### src/rtl/clk_pkg.sv
// clk_pkg: edit-mode encoding, field limits and wrap helper shared by the clock blocks
package clk_pkg;
  localparam logic [1:0] MODE_NORMAL = 2'd0;
  localparam logic [1:0] MODE_SEC    = 2'd1;
  localparam logic [1:0] MODE_MIN    = 2'd2;
  localparam logic [1:0] MODE_HOUR   = 2'd3;
  localparam logic [5:0] HOUR_MAX = 6'd23;
  localparam logic [5:0] MIN_MAX  = 6'd59;
  localparam logic [5:0] SEC_MAX  = 6'd59;
  typedef enum logic [1:0] {IDLE, EDIT, COMMIT} state_e;
  function automatic logic [5:0] wrap_step(input logic [5:0] v, input logic [5:0] max, input logic inc);
    return inc ? (v == max ? 6'd0 : v + 6'd1) : (v == 6'd0 ? max : v - 6'd1);
  endfunction
endpackage

### src/rtl/btn_edge.sv
// btn_edge: 5-bit rising-edge detector against the previous clk's registered level
module btn_edge (
  input  logic       clk,
  input  logic       rst,
  input  logic [4:0] btn_i,
  output logic [4:0] rise_o
);
  logic [4:0] prev_q;
  always_ff @(posedge clk) begin
    if (rst) prev_q <= 5'd0;
    else prev_q <= btn_i;
  end
  assign rise_o = btn_i & ~prev_q;
endmodule

### src/rtl/time_set_ctrl.sv
// time_set_ctrl: button-driven hh:mm:ss edit FSM with timeout; TIME_SET_AUTOREPEAT_EN adds up/down auto-repeat
module time_set_ctrl
  import clk_pkg::*;
#(
  parameter int TIMEOUT_S  = 30,
  parameter int RPT_DLY_MS = 500,
  parameter int RPT_PER_MS = 100
) (
  input  logic       clk,
  input  logic       rst,
  input  logic       secclk_p,
  input  logic       msecclk_p,
  input  logic       up,
  input  logic       down,
  input  logic       left,
  input  logic       right,
  input  logic       middle,
  input  logic [4:0] cur_hour,
  input  logic [5:0] cur_minute,
  input  logic [5:0] cur_second,
  output logic [1:0] edit_mode,
  output logic [4:0] set_hour,
  output logic [5:0] set_minute,
  output logic [5:0] set_second,
  output logic       load,
  output logic       blink
);
  localparam int TW = $clog2(TIMEOUT_S + 1);
  state_e state_q;
  logic [1:0] mode_q, mode_d;
  logic [4:0] hour_q, hour_d;
  logic [5:0] min_q, min_d, sec_q, sec_d, hour_w;
  logic [TW-1:0] tmo_q;
  logic load_q, blink_q;
  logic [4:0] rise;
  logic lr_ok, ud_ev, rpt_step, step_ev, step_inc, acc;
  btn_edge u_edge (.clk(clk), .rst(rst), .btn_i({middle, left, right, up, down}), .rise_o(rise));
  // middle outranks left/right, which outrank up/down; opposing pairs cancel
  always_comb begin
    lr_ok = ~rise[4] & (rise[3] ^ rise[2]);
    ud_ev = ~rise[4] & ~(rise[3] | rise[2]) & (rise[1] ^ rise[0]);
    step_ev = ud_ev | rpt_step;
    step_inc = ud_ev ? rise[1] : up;
    acc = lr_ok | step_ev;
    mode_d = rise[3] ? (mode_q == MODE_HOUR ? MODE_SEC : mode_q + 2'd1)
                     : (mode_q == MODE_SEC ? MODE_HOUR : mode_q - 2'd1);
    hour_w = wrap_step({1'b0, hour_q}, HOUR_MAX, step_inc);
    hour_d = (step_ev && mode_q == MODE_HOUR) ? hour_w[4:0] : hour_q;
    min_d = (step_ev && mode_q == MODE_MIN) ? wrap_step(min_q, MIN_MAX, step_inc) : min_q;
    sec_d = (step_ev && mode_q == MODE_SEC) ? wrap_step(sec_q, SEC_MAX, step_inc) : sec_q;
  end
`ifdef TIME_SET_AUTOREPEAT_EN
  localparam int RW = $clog2((RPT_DLY_MS > RPT_PER_MS ? RPT_DLY_MS : RPT_PER_MS) + 1);
  logic [RW-1:0] rcnt_q;
  logic armed_q, hold;
  assign hold = (state_q == EDIT) & (up ^ down) & ~left & ~right & ~middle;
  assign rpt_step = hold & msecclk_p & armed_q & ~ud_ev & (rcnt_q == RW'(RPT_PER_MS - 1));
  // the initial delay only arms the repeater; steps come every period after that
  always_ff @(posedge clk) begin
    if (rst || !hold || ud_ev) begin
      rcnt_q <= '0;
      armed_q <= 1'b0;
    end else if (msecclk_p) begin
      if (!armed_q && rcnt_q == RW'(RPT_DLY_MS - 1)) begin
        armed_q <= 1'b1;
        rcnt_q <= '0;
      end else if (armed_q && rcnt_q == RW'(RPT_PER_MS - 1)) rcnt_q <= '0;
      else rcnt_q <= rcnt_q + 1'b1;
    end
  end
`else
  logic unused_rpt;
  assign unused_rpt = msecclk_p | (RPT_DLY_MS == RPT_PER_MS);
  assign rpt_step = 1'b0;
`endif
  always_ff @(posedge clk) begin
    if (rst) begin
      state_q <= IDLE;
      mode_q <= MODE_NORMAL;
      hour_q <= '0;
      min_q <= '0;
      sec_q <= '0;
      tmo_q <= '0;
      load_q <= 1'b0;
      blink_q <= 1'b0;
    end else begin
      load_q <= 1'b0;
      case (state_q)
        IDLE: if (rise[4]) begin
          state_q <= EDIT;
          mode_q <= MODE_HOUR;
          hour_q <= cur_hour;
          min_q <= cur_minute;
          sec_q <= cur_second;
          tmo_q <= '0;
          blink_q <= 1'b1;
        end
        EDIT: begin
          if (secclk_p) blink_q <= ~blink_q;
          if (rise[4]) begin
            state_q <= COMMIT;
            mode_q <= MODE_NORMAL;
            load_q <= 1'b1;
            blink_q <= 1'b0;
          end else begin
            if (lr_ok) mode_q <= mode_d;
            hour_q <= hour_d;
            min_q <= min_d;
            sec_q <= sec_d;
            if (acc) tmo_q <= '0;
            else if (secclk_p) begin
              if (tmo_q == TW'(TIMEOUT_S - 1)) begin
                state_q <= IDLE;
                mode_q <= MODE_NORMAL;
                blink_q <= 1'b0;
                tmo_q <= '0;
              end else tmo_q <= tmo_q + 1'b1;
            end
          end
        end
        default: state_q <= IDLE;
      endcase
    end
  end
  assign edit_mode = mode_q;
  assign set_hour = hour_q;
  assign set_minute = min_q;
  assign set_second = sec_q;
  assign load = load_q;
  assign blink = blink_q;
endmodule
### config.mk
export PLATFORM = sky130hd
export DESIGN_NAME = time_set_ctrl
export DESIGN_NICKNAME = d
export VERILOG_FILES = /design/src/rtl/clk_pkg.sv /design/src/rtl/btn_edge.sv /design/src/rtl/time_set_ctrl.sv
export SDC_FILE = /design/constraint.sdc
export NUM_CORES = 1
export LEC_CHECK = 0
export BUFFER_PORTS_ARGS = -buffer_cell sky130_fd_sc_hd__buf_4
export CORE_MARGIN = 3
export CORE_UTILIZATION = 58
export CTS_BUF_LIST = sky130_fd_sc_hd__clkbuf_4 sky130_fd_sc_hd__clkbuf_8
export DETAILED_ROUTE_END_ITERATION = 10
export MAX_ROUTING_LAYER = met4
export PLACE_DENSITY = 0.78
export SLEW_MARGIN = 20
export SYNTH_ARGS = -nofsm -noshare
export SYNTH_HDL_FRONTEND = slang
export SYNTH_SLANG_ARGS = --single-unit
### constraint.sdc
create_clock -name clk -period 4.16 [get_ports clk]
set_clock_uncertainty 0.15 [all_clocks]
set_input_delay 0.832 -clock clk [delete_from_list [all_inputs] [get_ports clk]]
set_output_delay 0.832 -clock clk [all_outputs]
set_load 0.05 [all_outputs]
==> summary.md, run 1 <==
| Metric | Value |
|---|---|
| Sequential area share after synthesis | 25.1% |
| Critical path endpoint category | register |
| Drt initial violations | ~160 |
| Cells on Worst Hold Path | 2 |
| Prevailing post-synth register cell | dfxtp_1 |
| Initial antenna violation count | 0 |
| Yosys reg bits | 33 |
| Fin area | around 3000 um^2 |
| CP Class | input pin to register |
| Vias in the first global route | about 2300 |
| Synthesized area per cell | 7.98 um^2 |
| Clock buffer depth | 2 |
| FMAX | 329 MHz |
| Cells after Synth | 330 |
| Sw frac | 39.0% |
| YS warnings | 0 |
| Via-to-Cell Ratio | between 6 and 7 |
| Share of layout cells above drive strength 1 | between 10% and 20% |
| Post-cts sizing count | 0 |
| Nets@finish | 398 |
| Syn nets | 370 |
| Pins Over Slew Limit | 0 |
| Worst-Margin Slew | 0.768 ns |
| WHS Endpoint | tmo_q[4] |
| Setup TNS | 0 ns |
| Port bufs | 45 |
| PwrDens | 330 nW/um^2 |
| CTS tree | yes |
| GR Overflow Total | 0 |
| Largest cells by area after synthesis | dfxtp_1 25%, ha_1 6.7%, nor2_1 3.8%, a21oi_1 3.6%, mux2i_1 3.4% |
| Post-synth top cells | 33 x dfxtp_1, 27 x nor2_1, 24 x nand2_1 |
| Post-synth EDFFs | 0 |
| Die area | 5380 um^2 |
| Clock transition at the registers of the reported paths | 0.07 ns |
| VDD IR max | 0.223 mV |
| Fillers | 371 |
| Status | completed |
| Hold Slack | 0.330 ns |
| Reg2Reg Depth | 8 |
| Via count | 2636 |
| CTS buffer count | 5 |
| Global-route wire length before repair | between 10000 and 15000 um |
| Critical Path Source Type | input pin |
| Count leader, synth | dfxtp_1 |
| Post-CTS Setup Inserts | 0 |
| I/O Pins | 47 |
| # H-tree levels | 2 |
| Reg-to-Reg Start | u_edge.prev_q[3] |
| Fin util | 72.0% |
| Tcrit/Tclk final | 73.1% |
| Die width | 73.4 um |
| Logic pwr share | 36.0% |
| Setup Viol. Count Final | 0 |
| Tmin final | 3.04 ns |
| Clock Power Share | 24.1% |
| HP Class | register to register |
| Root Buffer | clkbuf_8 |
| Min-Delay Startpoint | tmo_q[4] |
| Internal power | 0.604 mW |
| Final Hold Fails | 0 |
| Placed Area | ~2900 um^2 |
| Worst R2R Setup Slack | around 1.5 ns |
| Yosys top cell by area | dfxtp_1 |
| Share of the synthesized area in the top cell type | between 20% and 30% |
| Maxcap violations | 0 |
| RSZ-0062 raised after global routing | false |
| CTS hold repair buffers | 0 |
| Drt first pass iters | 4 |
| Chip Height | 73.4 um |
| Cell Area, Synth | approximately 2600 um^2 |
| R2R Path End | set_second[2] |
| Yosys cell types | 66 |
| Initial Utilization | 63.1% |
| Asr flop ratio synth | 0% |
| Pin count of the biggest net entering global routing | 35 |
| Max_slew headroom | approximately 49% |
| Post-place setup slack | between 0.8 and 0.9 ns |
| Area Growth Syn to Fin | 14.1% |
| DRC viols | 0 |
| Row count | 23 |
| Skew-Pair Late Insertion Delay | 0.28 ns |
| DRT Wirelength | 6450 um |
| Required @ worst endpoint | around 4.2 ns |
| Total leakage power | 1.19 nW |
| Gp weighted congestion | ~0.90 |
| Diode count | 0 |
| Critical path peak fanout | 15 |
| Core area | 4170 um^2 |
| TritonCTS Sinks | 33 |
| Final HPWL DP | 4490 um |
| Wire per inst | 15.8 um |
| WP data arrival | between 3 and 4 ns |
| Total GRT Usage | 25.5% |
| Fin worst setup slack | approximately 1.1 ns |
| ANT nets after route | 0 |
| P_sw | around 0.39 mW |
| Reg power frac | roughly two fifths |
[cells by family (layout without fill, tap and decap cells)]
kind of cell,count (synthesis),after routing,synth area share (%)
and+or+nand+nor,125,125,25.8
AOI/OAI and AO/OA,101,101,28.6
buffers and inverters,43,72,7.37
DFF,33,33,25.1
adders and majority gates,14,14,6.65
muxes,9,9,3.42
xor gates and xnor gates,5,5,3.09
[metrics by stage]
| stage | std cells | total power, mW |
|---|---|---|
| 2_1_floorplan | 330 | 0.665 |
| 3_3_place_gp | 401 | 0.746 |
| 3_5_place_dp | 401 | 0.755 |
| 4_1_cts | 409 | 0.997 |
| 5_1_grt | 409 | 1.06 |
| 6_report | 409 | 0.991 |
[critical path: stages]
cell and delay, ns:
buf_4 0.08, nor2b_1 0.28, inv_1 0.09, ha_1 0.27, nand4b_1 0.21, o21a_1 0.55
a31oi_1 0.20, a211o_1 0.35, a311oi_2 0.23
[routing by layer]
| metal | global-route usage [%] | vias up | wire, um | share of wire [%] |
|---|---|---|---|---|
| li1 | - | 1284 | - | - |
| met1 | 35.3 | 1243 | 2980 | 46 |
| met2 | 37.1 | 93 | 2910 | 45 |
| met3 | 4.79 | 16 | 426 | 6.6 |
| met4 | 8.65 | 0 | 144 | 2.2 |
| met5 | - | - | 0 | 0 |
[cells in the final DEF, fill, tap and decap left out, types with 4 or more instances in the layout]
cell / synthesis / routed
nor3_1: 10 / 10
o21ai_0: 14 / 14
nand2b_1: 4 / 4
ha_1: 14 / 14
nor2_1: 27 / 27
mux2i_1: 9 / 9
o22ai_1: 5 / 5
nor2b_1: 13 / 13
dfxtp_1: 33 / 33
nand3_1: 18 / 18
o211ai_1: 5 / 5
clkbuf_8: 0 / 5
buf_4: 3 / 47
a311oi_1: 5 / 5
inv_1: 17 / 17
nand2_1: 24 / 24
a31oi_1: 5 / 5
a21oi_1: 19 / 19
nand4_1: 4 / 4
or3_1: 4 / 4
a211oi_1: 6 / 6
nand4b_1: 4 / 4
[sequential cells by signal, summed over array words and instances, names as in the netlist]
register	count
load	1
tmo_q	5
state_q	2
set_minute	6
blink	1
u_edge.prev_q	5
set_hour	5
set_second	6
edit_mode	2
[how the worst max path moves through the flow]
| stage | startpoint | endpoint | slack, ns |
|---|---|---|---|
| 5_1_grt | left | set_second[2] | 0.97 |
| 4_1_cts | left | set_second[2] | 1.14 |
| 3_3_place_gp | left | set_second[2] | 0.95 |
| 2_1_floorplan | left | tmo_q[0] | 1.54 |
| 6_report | left | set_second[2] | 1.12 |
| 3_5_place_dp | left | set_second[2] | 0.86 |
[power by group through the flow]
stage / combinational [mW] / clock, mW / sequential, mW
2_1_floorplan: 0.230 / 0 / 0.434
3_3_place_gp: 0.346 / 0 / 0.400
3_5_place_dp: 0.354 / 0 / 0.400
4_1_cts: 0.356 / 0.247 / 0.394
5_1_grt: 0.390 / 0.264 / 0.401
6_report: 0.357 / 0.239 / 0.395
[cell type report]
type,count,area (um^2),area share (%)
clock buffer,6,76.3,2.54
clock inverter,2,10.0,0.333
multi-input combinational,254,1780,59.2
tap,50,62.6,2.08
sequential,33,661,22.0
inverter,17,63.8,2.12
timing repair buffer,47,353,11.7
Power figures use the tool's default switching activity.
==> inputs of run 2 (changes only) <==
--- a/config.mk
+++ b/config.mk
@@ -7,11 +7,11 @@
 export LEC_CHECK = 0
 export BUFFER_PORTS_ARGS = -buffer_cell sky130_fd_sc_hd__buf_4
 export CORE_MARGIN = 3
-export CORE_UTILIZATION = 58
+export CORE_UTILIZATION = 53
 export CTS_BUF_LIST = sky130_fd_sc_hd__clkbuf_4 sky130_fd_sc_hd__clkbuf_8
 export DETAILED_ROUTE_END_ITERATION = 10
 export MAX_ROUTING_LAYER = met4
-export PLACE_DENSITY = 0.78
+export PLACE_DENSITY = 0.75
 export SLEW_MARGIN = 20
 export SYNTH_ARGS = -nofsm -noshare
 export SYNTH_HDL_FRONTEND = slang
==> constraint.sdc (replaced) <==
create_clock -name clk -period 2.7 [get_ports clk]
set_clock_uncertainty 0.15 [all_clocks]
set_input_delay 0.54 -clock clk [delete_from_list [all_inputs] [get_ports clk]]
set_output_delay 0.54 -clock clk [all_outputs]
set_load 0.05 [all_outputs]
==> summary.md, run 2 (synthesis gave the netlist of run 1 again) <==
| Metric | Value |
|---|---|
| Port bufs | 45 |
| Dpl cells | 428 |
| Clock buffer depth | 2 |
| Tmin final | between 2 and 2.5 ns |
| # H-tree levels | 2 |
| Initial Utilization | 55.4% |
| Pin count of the biggest net entering global routing | 35 |
| Final Hold Fails | 0 |
| I/O Pins | 47 |
| Via count | 2616 |
| Fin area | 3100 um^2 |
| Drt initial violations | 232 |
| Critical path endpoint category | register |
| Max_slew headroom | 61.3% |
| DRT Wirelength | 6670 um |
| Gp weighted congestion | between 0.9 and 1 |
| Fillers | 426 |
| RSZ-0062 raised after global routing | false |
| Post-cts sizing count | 0 |
| Core area | roughly 4800 um^2 |
| Skew-Pair Late Insertion Delay | between 0.2 and 0.3 ns |
| CP top delay family | compound AO/OA/AOI/OAI gates |
| Via-to-Cell Ratio | 6.00 |
| Die width | 76.5 um |
| Worst-Margin Slew | 0.580 ns |
| Setup Viol. Count Final | 0 |
| Most frequent cells in the layout | 57 x buf_4, 33 x dfxtp_1, 27 x nor2_1 |
| Vias in the first global route | 2480 |
| Area Growth Syn to Fin | 17.8% |
| TritonCTS Sinks | 33 |
| CP most frequent cell | buf_4 |
| Diode count | 0 |
| CTS hold repair buffers | 0 |
| Total leakage power | 1.23 nW |
| Placed Area | 3010 um^2 |
| Nets@finish | 408 |
| Global-route wire length before repair | 11400 um |
| Initial antenna violation count | 0 |
| Die area | 5850 um^2 |
| Pins Over Slew Limit | 0 |
| Maxcap violations | 0 |
| HP Class | input pin to register |
| Chip Height | 76.5 um |
| Critical path peak fanout | 5 |
| Setup TNS | 0 ns |
| Post-route non-filler standard cell count | 436 |
| Clock transition at the registers of the reported paths | 0.07 ns |
| CTS tree | yes |
| VDD IR max | 0.293 mV |
| Root Buffer | clkbuf_8 |
| Crit-path cells | buf_4, nor2b_1, inv_1, ha_1, nand4b_1, o21a_1, buf_4, mux2i_1, o31a_1, o32ai_1 |
| Crit path largest cell delay | 0.28 ns |
| ANT nets after route | 0 |
| Post-CTS Setup Inserts | 0 |
| Tcrit/Tclk final | 86.3% |
| Wire per inst | around 15 um |
| GR Overflow Total | 0 |
| Most common cell after layout, fill and taps aside | buf_4 |
| Share of layout cells above drive strength 1 | about 22% |
| Critical Path Source Type | input pin |
| Drt first pass iters | 4 |
| Buf/Inv on CP | 3 |
| Row count | 25 |
| WP data arrival | 2.38 ns |
| Final HPWL DP | 4620 um |
| Fin util | 65.2% |
| Total GRT Usage | 24.0% |
| DRC viols | 0 |
| CP Class | input pin to register |
| PwrDens | between 500 and 600 nW/um^2 |
| Status | completed |
| CTS buffer count | 5 |
| Slowest-stage cell, CP | o21a_1 |
| FMAX | 429 MHz |
| Required @ worst endpoint | 2.74 ns |
run 2: cell types whose count changed in the layout (fill, tap and decap cells not counted), sizes merged:
| cell | delta |
|---|---|
| clkbuf | -1 |
| buf | +10 |
| clkinvlp | +1 |
run 2: worst paths after layout:
check | start | endpoint | slack (ns) | depth (start not counted)
setup / recovery | left | set_hour[2] | 0.37 | 10
hold / removal | left | u_edge.prev_q[3] | 0.32 | 2
setup reg to reg | u_edge.prev_q[3] | set_minute[2] | 0.44 | 9
hold reg to reg | tmo_q[4] | tmo_q[4] | 0.33 | 2
run 2: power by group:
group / leakage [nW] / total (mW) / internal [mW] / switching (mW)
combinational: 0.915 / 0.574 / 0.230 / 0.344
clock: 0.0439 / 0.376 / 0.178 / 0.198
sequential: 0.272 / 0.601 / 0.525 / 0.0760
total: 1.23 / 1.55 / 0.933 / 0.618
run 2: layout make-up:
| type | count | area, um^2 | share of cell area [%] |
|---|---|---|---|
| Clock buffer | 5 | 68.8 | 2.22 |
| Clock inverter | 3 | 17.5 | 0.565 |
| Timing Repair Buffer | 57 | 428 | 13.8 |
| Inverter | 17 | 63.8 | 2.06 |
| Tap cell | 67 | 83.8 | 2.70 |
| Sequential cell | 33 | 661 | 21.3 |
| Multi-Input combinational cell | 254 | 1780 | 57.3 |
run 2: per-stage QoR:
| step | hold slack, ns | power, mW | setup slack [ns] |
|---|---|---|---|
| floorplan | 0.297 | 1.02 | 0.374 |
| detailed placement | 0.316 | 1.18 | 0.112 |
| global placement | 0.313 | 1.17 | 0.141 |
| finish | 0.319 | 1.55 | 0.369 |
| CTS | 0.311 | 1.55 | 0.387 |
| global route | 0.338 | 1.65 | 0.248 |
run 2: layer usage:
layer / GRT usage (%) / share of wire (%) / routed length [um]
met1: 31.4 / 46 / 3040
met2: 37.7 / 46 / 3090
met3: 5.20 / 7.3 / 485
met4: 6.34 / 0.79 / 53
met5: - / 0 / 0
